[config.mk]
export PLATFORM = sky130hd
export DESIGN_NAME = aes_trace_uart_tx
export DESIGN_NICKNAME = d
export VERILOG_FILES = /design/src/rtl/aes_trace_uart_tx.sv
export SDC_FILE = /design/constraint.sdc
export NUM_CORES = 1
export LEC_CHECK = 0
export BUFFER_PORTS_ARGS = -buffer_cell sky130_fd_sc_hd__buf_2
export CAP_MARGIN = 25
export CORE_MARGIN = 2
export CORE_UTILIZATION = 43
export CTS_CLUSTER_DIAMETER = 120
export CTS_CLUSTER_SIZE = 40
export DETAILED_ROUTE_END_ITERATION = 16
export PLACE_DENSITY = 0.62
export SKIP_CTS_REPAIR_TIMING = 1
export SLEW_MARGIN = 15
export SYNTH_ARGS = -nofsm -noshare
export SYNTH_HDL_FRONTEND = slang
export SYNTH_SLANG_ARGS = --single-unit
[constraint.sdc]
create_clock -name ICE_CLK -period 3.7 [get_ports ICE_CLK]
set_clock_uncertainty 0.05 [all_clocks]
set_input_delay 0.185 -clock ICE_CLK [delete_from_list [all_inputs] [get_ports ICE_CLK]]
set_output_delay 0.185 -clock ICE_CLK [all_outputs]
set_load 0.01 [all_outputs]
[src/rtl/aes_trace_uart_tx.sv]
// Snapshots the AES result on every busy 1->0 edge and streams it as an 8N1 UART frame (SYNC + 16 bytes).
// Build option AES_TRACE_CHECKSUM_EN appends an XOR checksum byte of the 16 data bytes.
module aes_trace_uart_tx #(
   parameter int unsigned CLKS_PER_BIT = 104,
   parameter logic [7:0]  SYNC_BYTE    = 8'hA5
) (
   input  logic         ICE_CLK,
   input  logic         resetn,
   input  logic         aes_busy_i,
   input  logic [127:0] data_i,
   output logic         uart_tx_o,
   output logic         tx_active_o,
   output logic         overrun_o,
   output logic [7:0]   frame_count_o
);
   localparam int DATA_W = 128;
`ifdef AES_TRACE_CHECKSUM_EN
   localparam int FRAME_BYTES = 18;
`else
   localparam int FRAME_BYTES = 17;
`endif
   localparam int          BUF_W     = FRAME_BYTES * 8;
   localparam logic [15:0] BIT_LAST  = 16'(CLKS_PER_BIT - 1);
   localparam logic [4:0]  BYTE_LAST = 5'(FRAME_BYTES - 1);

   typedef enum logic [1:0] {IDLE, START, DATA, STOP} state_t;

   state_t           state, state_nxt;
   logic [15:0]      timer, timer_nxt;
   logic [2:0]       bit_idx, bit_nxt;
   logic [4:0]       byte_idx, byte_nxt;
   logic [BUF_W-1:0] shift_buf, buf_nxt;
   logic [7:0]       cur_byte_nxt;
   logic [7:0]       count_nxt;
   logic             busy_q, done, frame_done, overrun_nxt, tx_d, active_d;

`ifdef AES_TRACE_CHECKSUM_EN
   function automatic logic [7:0] xor_bytes(input logic [DATA_W-1:0] d);
      logic [7:0] acc;
      acc = '0;
      for (int i = 0; i < DATA_W / 8; i++) acc ^= d[i*8 +: 8];
      return acc;
   endfunction

   function automatic logic [BUF_W-1:0] frame_image(input logic [DATA_W-1:0] d);
      return {SYNC_BYTE, d, xor_bytes(d)};
   endfunction
`else
   function automatic logic [BUF_W-1:0] frame_image(input logic [DATA_W-1:0] d);
      return {SYNC_BYTE, d};
   endfunction
`endif

   assign done = busy_q & ~aes_busy_i;

   always_ff @(posedge ICE_CLK) begin
      if (!resetn) begin
         state         <= IDLE;
         timer         <= '0;
         bit_idx       <= '0;
         byte_idx      <= '0;
         shift_buf     <= '0;
         busy_q        <= 1'b0;
         uart_tx_o     <= 1'b1;
         tx_active_o   <= 1'b0;
         overrun_o     <= 1'b0;
         frame_count_o <= '0;
      end else begin
         state         <= state_nxt;
         timer         <= timer_nxt;
         bit_idx       <= bit_nxt;
         byte_idx      <= byte_nxt;
         shift_buf     <= buf_nxt;
         busy_q        <= aes_busy_i;
         uart_tx_o     <= tx_d;
         tx_active_o   <= active_d;
         overrun_o     <= overrun_nxt;
         frame_count_o <= count_nxt;
      end
   end

   // The bit timer restarts on every state entry; the frame buffer shifts one byte per STOP->START.
   always_comb begin
      state_nxt  = state;
      timer_nxt  = timer + 16'd1;
      bit_nxt    = bit_idx;
      byte_nxt   = byte_idx;
      buf_nxt    = shift_buf;
      frame_done = 1'b0;
      if (state == IDLE) begin
         timer_nxt = '0;
         if (done && !tx_active_o) begin
            state_nxt = START;
            bit_nxt   = '0;
            byte_nxt  = '0;
            buf_nxt   = frame_image(data_i);
         end
      end else if (timer == BIT_LAST) begin
         timer_nxt = '0;
         case (state)
            START: begin
               state_nxt = DATA;
               bit_nxt   = '0;
            end
            DATA: begin
               if (bit_idx == 3'd7) state_nxt = STOP;
               else                 bit_nxt   = bit_idx + 3'd1;
            end
            STOP: begin
               if (byte_idx == BYTE_LAST) begin
                  state_nxt  = IDLE;
                  frame_done = 1'b1;
               end else begin
                  state_nxt = START;
                  byte_nxt  = byte_idx + 5'd1;
                  buf_nxt   = shift_buf << 8;
               end
            end
            default: state_nxt = IDLE;
         endcase
      end
   end

   // Line level is derived from the next state so the pin register leads with no input-to-pin path.
   always_comb begin
      tx_d         = 1'b1;
      cur_byte_nxt = buf_nxt[BUF_W-1 -: 8];
      active_d     = (state_nxt != IDLE);
      overrun_nxt  = overrun_o | (done & tx_active_o);
      count_nxt    = frame_count_o + {7'd0, frame_done};
      case (state_nxt)
         START:   tx_d = 1'b0;
         DATA:    tx_d = cur_byte_nxt[bit_nxt];
         default: tx_d = 1'b1;
      endcase
   end
endmodule

==> impl_metrics.ini, run 1 <==
[finish]
design_area_sq_mm = 0.00895
area_delta_synth_final_pct = 20.9
nNetsFinal = 1077
drive_above_1_share = 0.204
fin_util = 0.536

[floorplan]
die_h_um = 135
initial_core_util = 0.443
die_x_um = 135
rows = 47
core_sq_mm = 0.0167
ios = 142
dieArea_sq_mm = 0.0183

[outcome]
violations = negative hold slack
outcome = finished, violations left

[worst_setup_path]
r2r_slack_ns = 0.55
cp-start-kind = flop
crit_required_ns = 4.00
rr_worst_depth = 8
worstPathMaxFanout = 53
cp.arrival_ns = 3.45
r2r-start = state[1]$_SDFF_PN0_
crit_type = flop to flop
critPathCaptureType = flop
r2r-end = shift_buf[62]$_SDFFE_PN0P_

[synthesis]
synth.most_common_cell = dfxtp_1
synth_nets = 963
synth.mux.area_fraction = 0.00828
synth_flop_cell = dfxtp_1
yosysTopAreaCellShare = 0.470
async_flop_share = 0
syn_inst = 823
ys_seq_area_frac = 0.470
synth_top_family_by_area = compound AO/OA/AOI/OAI gates
synth_fa_ha_area_frac = 0.0152
synth_top_area_cell = dfxtp_1
yosysWarningCount = 0
ys_types = 46
synth-xor-area-share = 0.0213
netlist_area_sq_mm = 0.00740
ys_ff_latch = 174
synth_edf_count = 0
synth_area_leaders = dfxtp_1 (47%), a21boi_0 (13%), a22oi_1 (12%)
synth_commonest_cells = dfxtp_1 (174), nand2_1 (147), a21boi_0 (129)
yosys.area_share.simple = 0.162
synth_compound_area_frac = 0.285
avgSynthCellArea_sq_um = 9.00

[drt]
routed_via_density = 5.34
wl_um = 18200
via_count = 6255
dr.pass1.iters = 5
drt_iter0_drc = 389
final_antenna_net_count = 0
wl_per_cell_um = 15.5
drc = 0

[global_route]
grt_pass1_vias = 5861
antenna_found_initial = 6
grt_max_degree = 81
grt_overflow = 0
gr-usage-all-layers = 0.200
grt_pass1_wl_um = 29300

[timing]
fmax_mhz = 317
finalMaxSlewViolations = 0
timing.slew.headroom = 0.450
grt_setup_unrepaired = false
hold_viol_final = 1
whs_ns = -0.0365
worst_slew_pin_slew_ns = 0.825
setup_viol = 0
post-route-min-period_ns = 3.15
tns_ns = 0
finalCritPeriodShare = 0.851

[placed_design]
dp_hpwl_um = 12000
post_dp_cell_area_sq_mm = 0.00825
port_buffers = 141
gp_congestion = 0.763

[worst_hold_path]
min_path_type = input port to flop
hold_start = data_i[5]
holdPathStages = 3
holdPathEnd = shift_buf[5]$_SDFFE_PN0P_

[clock_tree]
numCtsBuffers = 17
ctsRootBufferMaster = clkbuf_16
cts_tree = yes
clk_pin_slew_ns = 0.07
clk_path_buf_depth = 2
clk-insertion-delay-late_ns = 0.43
clock-sinks = 174
htreeDepth = 4

[power]
power.density_mw_per_mm2 = 520
p_leak_uw = 0.00332
vdd_ir_drop_max_mv = 0.321

[flow_run]
drv_cap = 0
[stage by stage]
stage          hold WS, ns  std cells  power [uW]  worst slack [ns]
2_1_floorplan        0.257        823        2560             0.818
3_3_place_gp         0.382       1132        2780             0.612
3_5_place_dp         0.385       1132        2790             0.545
4_1_cts            -0.0601       1164        4700             0.549
5_1_grt           0.000333       1171        4880             0.318
6_report           -0.0365       1172        4650             0.550
[flip-flops by register name, indices dropped and copies added (netlist names)]
signal	count
timer	16
state	2
overrun_o	1
frame_count_o	8
bit_idx	3
busy_q	1
byte_idx	5
shift_buf	136
uart_tx_o	1
tx_active_o	1
[worst max-delay path: stages, from the launching register on]
cell	delay [ns]
dfxtp_1	0.39
inv_1	0.06
ha_1	0.19
or4b_1	0.51
or4_1	0.62
nor2_8	0.34
buf_4	0.53
a22oi_1	0.12
a21boi_0	0.21
[layout make-up]
type                            count  area, sq um
Antenna cell                        2         5.00
Clock buffer                       21          480
Clock inverter                     11          155
Fill cell                        1635         7750
Inverter                            7         26.3
Multi-Input combinational cell    578         3660
Sequential cell                   174         3480
Tap cell                          220          275
Timing Repair Buffer              159          871
[worst max-delay path by stage]
stage                             start                    endpoint  slack, ns  depth (start not counted)
global placement    state[1]$_SDFF_PN0_  shift_buf[59]$_SDFFE_PN0P_       0.61                          8
finish              state[1]$_SDFF_PN0_  shift_buf[62]$_SDFFE_PN0P_       0.55                          8
CTS                 state[1]$_SDFF_PN0_  shift_buf[62]$_SDFFE_PN0P_       0.55                          8
detailed placement  state[1]$_SDFF_PN0_  shift_buf[62]$_SDFFE_PN0P_       0.55                          8
floorplan           state[1]$_SDFF_PN0_        uart_tx_o$_SDFF_PN1_       0.82                         12
global route        timer[0]$_SDFF_PP0_  shift_buf[88]$_SDFFE_PN0P_       0.32                          7
[cells by family after synthesis]
| logic type | after synthesis |
|---|---|
| AOI/OAI and AO/OA | 289 |
| adders and majority gates | 9 |
| and+or+nand+nor | 256 |
| buffers and inverters | 71 |
| DFF | 174 |
| muxes | 6 |
| xor gates and xnor gates | 18 |
[layer usage]
| metal | GRT usage | up-vias | part of all wire |
|---|---|---|---|
| met1 | 0.269 | 2938 | 0.47 |
| met5 | 0 | - | 0.0023 |
| met4 | 0.0503 | 6 | 0.0091 |
| li1 | - | 3163 | - |
| met2 | 0.309 | 129 | 0.46 |
| met3 | 0.0696 | 19 | 0.064 |
[power breakdown]
group | internal [uW] | leakage [uW] | switching [uW] | total (uW)
Combinational | 263 | 0.00159 | 356 | 618
Clock | 1140 | 0.000310 | 767 | 1910
Sequential | 2040 | 0.00142 | 90.8 | 2130
Total | 3440 | 0.00332 | 1210 | 4650
[layout by cell type (no fill, tap or decap), types with 2 or more instances in the layout]
cell type      instances
or3_1                  5
nor2b_1                3
dfxtp_1              174
nand2b_1               3
a21oi_1               18
nor2_1                23
inv_1                  7
clkinv_4               4
ha_1                   9
o21ai_0               13
or3b_2                 2
nand3_1               20
nor3_1                 3
a21boi_0             129
mux2i_1                5
nand2_1              147
bufinv_16              3
buf_4                 12
and3_1                 5
xnor2_1                5
and2_1                21
dlygate4sd3_1          6
xor2_1                13
a22oi_1              120
clkbuf_16             17
diode_2                2
clkbuf_8               4
a31oi_1                2
inv_6                  2
nand4_1                5
buf_2                140
or4b_1                 2
nor4_1                 4
(Power assumes the default switching activity.)
==> run 2, diff against run 1 <==
- CELL_PAD_IN_SITES_DETAIL_PLACEMENT: unset -> 0
- CELL_PAD_IN_SITES_GLOBAL_PLACEMENT: unset -> 1
- CORE_UTILIZATION: 43 -> 42
- PLACE_DENSITY: 0.62 -> 0.77
==> run 2 against run 1 <==
Compared with the run above: the run now ends clean; hold slack improved by 0.056 ns; total power decreased by 2.2%; register-to-register slack improved by 0.04 ns; setup slack improved by 0.043 ns; first-iteration DRC count increased by 5.4%; clock-buffer cell count shrank 3; critical path depth is 2 higher; die area up 2.3%; largest power group unchanged; combinational power is 1% higher.
==> impl_metrics.ini, run 2 (synthesis gave the netlist of run 1 again) <==
[drt]
via_count = 6175
dr.pass1.iters = 7
drt_iter0_drc = 410
wl_um = 18200
drc = 0
final_antenna_net_count = 0
routed_via_density = 5.25
wl_per_cell_um = 15.5

[worst_setup_path]
crit_slowest_cell = a2111oi_4
crit_type = flop to flop
r2r-start = state[1]$_SDFF_PN0_
cp.arrival_ns = 3.32
rr_worst_depth = 10
r2r-end = uart_tx_o$_SDFF_PN1_
critPathCaptureType = flop
max_stage_delay_ns = 0.53
critPathMostFrequentCell = mux2i_1
path_buf_inv = 1
worstPathMaxFanout = 5
crit_required_ns = 3.91
cp-start-kind = flop
r2r_slack_ns = 0.59
crit_family = compound AO/OA/AOI/OAI gates
cp.depth = 10
worstPathCellList = inv_1 -> ha_1 -> or4bb_1 -> nor4_1 -> a31oi_1 -> a2111oi_4 -> mux2i_1 -> mux2i_1 -> a211oi_1 -> o221ai_1

[power]
p_leak_uw = 0.00330
p_total_uw = 4550
power.density_mw_per_mm2 = 510
vdd_ir_drop_max_mv = 0.340

[floorplan]
dieArea_sq_mm = 0.0187
rows = 48
initial_core_util = 0.428
die_x_um = 137
ios = 142
core_sq_mm = 0.0173
die_h_um = 137

[finish]
area_delta_synth_final_pct = 20.6
layout_common_cells = dfxtp_1 (174), nand2_1 (147), buf_2 (140)
biggestRegsByFlops = shift_buf (136), timer (16), frame_count_o (8)
regMostFlops = shift_buf
largest_reg_flops = 136
nNetsFinal = 1079
mostFrequentLayoutCell = dfxtp_1
design_area_sq_mm = 0.00893
insertedDiodeCount = 0
drive_above_1_share = 0.202

[global_route]
grt_max_degree = 132
grt_pass1_vias = 5811
grt_pass1_wl_um = 29400
grt_overflow = 0
gr-usage-all-layers = 0.199
antenna_found_initial = 0

[clock_tree]
clk-insertion-delay-late_ns = 0.42
clk_pin_slew_ns = 0.07
clk_path_buf_depth = 2
htreeDepth = 4
cts_tree = yes
numCtsBuffers = 17
clock-sinks = 174
ctsRootBufferMaster = clkbuf_16

[placed_design]
gp_congestion = 0.770
dp_hpwl_um = 11800
post_dp_cell_area_sq_mm = 0.00825
port_buffers = 141

[timing]
timing.slew.headroom = 0.466
hold_viol_final = 0
worst_slew_pin_slew_ns = 0.801
fmax_mhz = 322
tns_ns = 0
setup_viol = 0
whs_ns = 0.0191
finalCritPeriodShare = 0.840
finalMaxSlewViolations = 0
post-route-min-period_ns = 3.11
grt_setup_unrepaired = false

[worst_hold_path]
min_path_type = input port to flop
holdPathEnd = shift_buf[47]$_SDFFE_PN0P_
hold_start = data_i[47]
holdPathStages = 3

[flow_run]
drv_cap = 0

[outcome]
outcome = complete, no violations
==> run 2: changes by cell type in the layout (fill, tap and decap cells not counted) <==
cell and delta:
buf_4 -1, diode_2 -2, bufinv_16 -1, dlygate4sd3_1 +3, clkinv_4 -2, clkinv_2 -1
inv_6 +5, clkinvlp_4 +1, clkbuf_8 -3
==> run 2: tightest hold or removal path: cells and delay by family <==
kind	cells	cell delay [ns]
AOI/OAI and AO/OA	2	0.19
buffers and inverters	1	0.07
==> run 2: worst max-delay path by stage <==
stage / from / to / slack, ns
after floorplan: state[1]$_SDFF_PN0_ / uart_tx_o$_SDFF_PN1_ / 0.82
after CTS: state[1]$_SDFF_PN0_ / uart_tx_o$_SDFF_PN1_ / 0.59
after global placement: state[1]$_SDFF_PN0_ / uart_tx_o$_SDFF_PN1_ / 0.69
after global routing: state[1]$_SDFF_PN0_ / uart_tx_o$_SDFF_PN1_ / 0.33
final: state[1]$_SDFF_PN0_ / uart_tx_o$_SDFF_PN1_ / 0.59
after detailed placement: state[1]$_SDFF_PN0_ / uart_tx_o$_SDFF_PN1_ / 0.59
==> run 2: metrics by stage <==
stage	worst slack, ns	util	std cells
6_report	0.593	0.516	1176
5_1_grt	0.335	0.516	1176
4_1_cts	0.591	0.511	1167
3_5_place_dp	0.595	0.477	1136
3_3_place_gp	0.693	0.477	1136
2_1_floorplan	0.818	-	823
==> run 2: where the power goes <==
part | switching (uW) | total (uW) | internal (uW) | leakage [uW]
clock network | 781 | 1810 | 1030 | 0.000285
logic | 362 | 625 | 262 | 0.00159
registers | 85.3 | 2120 | 2040 | 0.00142
total | 1230 | 4550 | 3320 | 0.00330
==> run 2: area by class of cell <==
cell class                 count  area (sq um)
fill                        1617          8360
multi-input combinational    578          3660
tap                          225           282
timing repair buffer         161           893
inverter                       7          26.3
sequential                   174          3480
clock inverter                13           154
clock buffer                  18           439
==> run 2: routing by layer <==
| layer | global-route usage | up-vias | wire length (um) |
|---|---|---|---|
| li1 | - | 3180 | - |
| met1 | 0.276 | 2887 | 8780 |
| met2 | 0.311 | 94 | 8590 |
| met3 | 0.0441 | 14 | 647 |
| met4 | 0.0584 | 0 | 181 |
| met5 | 0 | - | 0 |
==> run 3, diff against run 2 <==
- clock period: 3.7 -> 2.9 ns (I/O delays scaled with it)
==> run 3 against run 2 <==
Compared with the run above: the run now ends with negative hold slack left; via count grew 3.0%; global-route usage is 0.50 points higher; sequential share of layout area decreased by 1.8 points; clock power rose by 28%; critical path type unchanged; largest cell class unchanged.
==> impl_metrics.ini, run 3 (synthesis gave the netlist of run 1 again) <==
[floorplan]
rows = 48
ios = 142
initial_core_util = 0.428
die_x_um = 137
core_sq_mm = 0.0173
die_h_um = 137
dieArea_sq_mm = 0.0187

[timing]
timing.slew.headroom = 0.459
grt_setup_unrepaired = true
whs_ns = -0.0206
worst_slew_pin_slew_ns = 0.811
hold_viol_final = 39
finalCritPeriodShare = 0.996
worst_slack_ns = 0.0110
fmax_mhz = 346
setup_viol = 0
finalMaxSlewViolations = 0
post-route-min-period_ns = 2.89

[finish]
mostFrequentLayoutCell = dfxtp_1
multiInputGateArea_sq_mm = 0.00369
design_area_sq_mm = 0.00936
regMostFlops = shift_buf
layout_common_cells = dfxtp_1 (174), nand2_1 (147), buf_2 (140)
biggestRegsByFlops = shift_buf (136), timer (16), frame_count_o (8)
drive_above_1_share = 0.213
area_delta_synth_final_pct = 26.4
largest_reg_flops = 136
regArea_sq_mm = 0.00348
nFillCells = 1665
nNetsFinal = 1120

[power]
power.density_mw_per_mm2 = 627
p_total_uw = 5870
vdd_ir_drop_max_mv = 0.441
p_leak_uw = 0.00351

[clock_tree]
htreeDepth = 4
cts_tree = yes
ctsRootBufferMaster = clkbuf_16
numCtsBuffers = 17
clk_path_buf_depth = 2
clock-sinks = 174
clk_pin_slew_ns = 0.07
clk-insertion-delay-late_ns = 0.43

[worst_setup_path]
r2r-start = state[0]$_SDFF_PN0_
critPathCaptureType = flop
r2r-end = uart_tx_o$_SDFF_PN1_
rr_worst_depth = 10
r2r_slack_ns = 0.01
cp-start-kind = flop
crit_required_ns = 3.19
cp.arrival_ns = 3.18
crit_type = flop to flop
worstPathMaxFanout = 9

[placed_design]
post_dp_cell_area_sq_mm = 0.00839
gp_congestion = 0.765
place_ws_ns = -0.0510
port_buffers = 141
dp_hpwl_um = 12100

[drt]
wl_um = 19000
via_count = 6363
wl_per_cell_um = 15.6
routed_via_density = 5.22
drc = 0
dr.pass1.iters = 4
drt_iter0_drc = 447
final_antenna_net_count = 0

[worst_hold_path]
holdPathEnd = shift_buf[38]$_SDFFE_PN0P_
min_path_type = input port to flop
hold_start = data_i[38]
holdPathStages = 3

[global_route]
grt_overflow = 0
grt_pass1_wl_um = 30400
grt_pass1_vias = 5888
gr-usage-all-layers = 0.204
antenna_found_initial = 1
grt_max_degree = 79

[flow_run]
drv_cap = 0

[outcome]
violations = negative hold slack
outcome = finished, violations left
==> run 3: cell types whose count changed in the layout (fill, tap and decap cells not counted), sizes merged <==
cell	previous run	this run
inv	14	12
buf	152	167
nor2	25	26
clkinv	2	6
dlygate4sd3	9	34
clkbuf	18	19
diode	0	1
clkinvlp	2	0
==> run 3: how the worst max path moves through the flow <==
stage | from | end | slack, ns | cells past startpoint
finish | state[0]$_SDFF_PN0_ | uart_tx_o$_SDFF_PN1_ | 0.01 | 10
global route | state[0]$_SDFF_PN0_ | uart_tx_o$_SDFF_PN1_ | -0.15 | 10
CTS | state[0]$_SDFF_PN0_ | uart_tx_o$_SDFF_PN1_ | -0.06 | 10
detailed placement | state[0]$_SDFF_PN0_ | uart_tx_o$_SDFF_PN1_ | -0.05 | 10
global placement | state[0]$_SDFF_PN0_ | uart_tx_o$_SDFF_PN1_ | -0.02 | 10
floorplan | state[1]$_SDFF_PN0_ | uart_tx_o$_SDFF_PN1_ | 0.02 | 12
==> run 3: critical path, stage by stage, from the launching register on <==
cell	delay, ns
dfxtp_1	0.33
inv_1	0.06
ha_1	0.21
or4b_4	0.50
or4_4	0.64
nor2_8	0.22
nand2_1	0.08
a21oi_1	0.19
mux2i_1	0.10
mux2_2	0.28
o221ai_1	0.16
==> run 3: through the flow <==
stage	TNS, ns	utilization	instances
final	0	0.541	1219
after global routing	-2.04	0.541	1218
after CTS	-0.0746	0.519	1183
after detailed placement	-0.0510	0.485	1151
after global placement	-0.0237	0.485	1151
after floorplan	0	-	823
==> run 3: power by group <==
part / switching (uW) / leakage (uW) / total, uW / internal [uW]
registers: 112 / 0.00142 / 2710 / 2600
clock network: 1020 / 0.000289 / 2310 / 1290
logic: 475 / 0.00180 / 849 / 375
total: 1600 / 0.00351 / 5870 / 4260
==> run 3: layout make-up <==
class                           instances  area share
Sequential cell                       174       0.372
Antenna cell                            1    0.000267
Multi-Input combinational cell        579       0.394
Clock buffer                           19      0.0463
Tap cell                              225      0.0301
Timing Repair Buffer                  201       0.138
Inverter                                7     0.00281
Clock inverter                         13      0.0166
==> run 3: per-layer routing <==
metal	global-route usage	wire length [um]	vias up
li1	-	-	3255
met1	0.275	8950	2998
met2	0.319	9000	96
met3	0.0652	908	12
met4	0.0481	129	2
met5	0	16	-
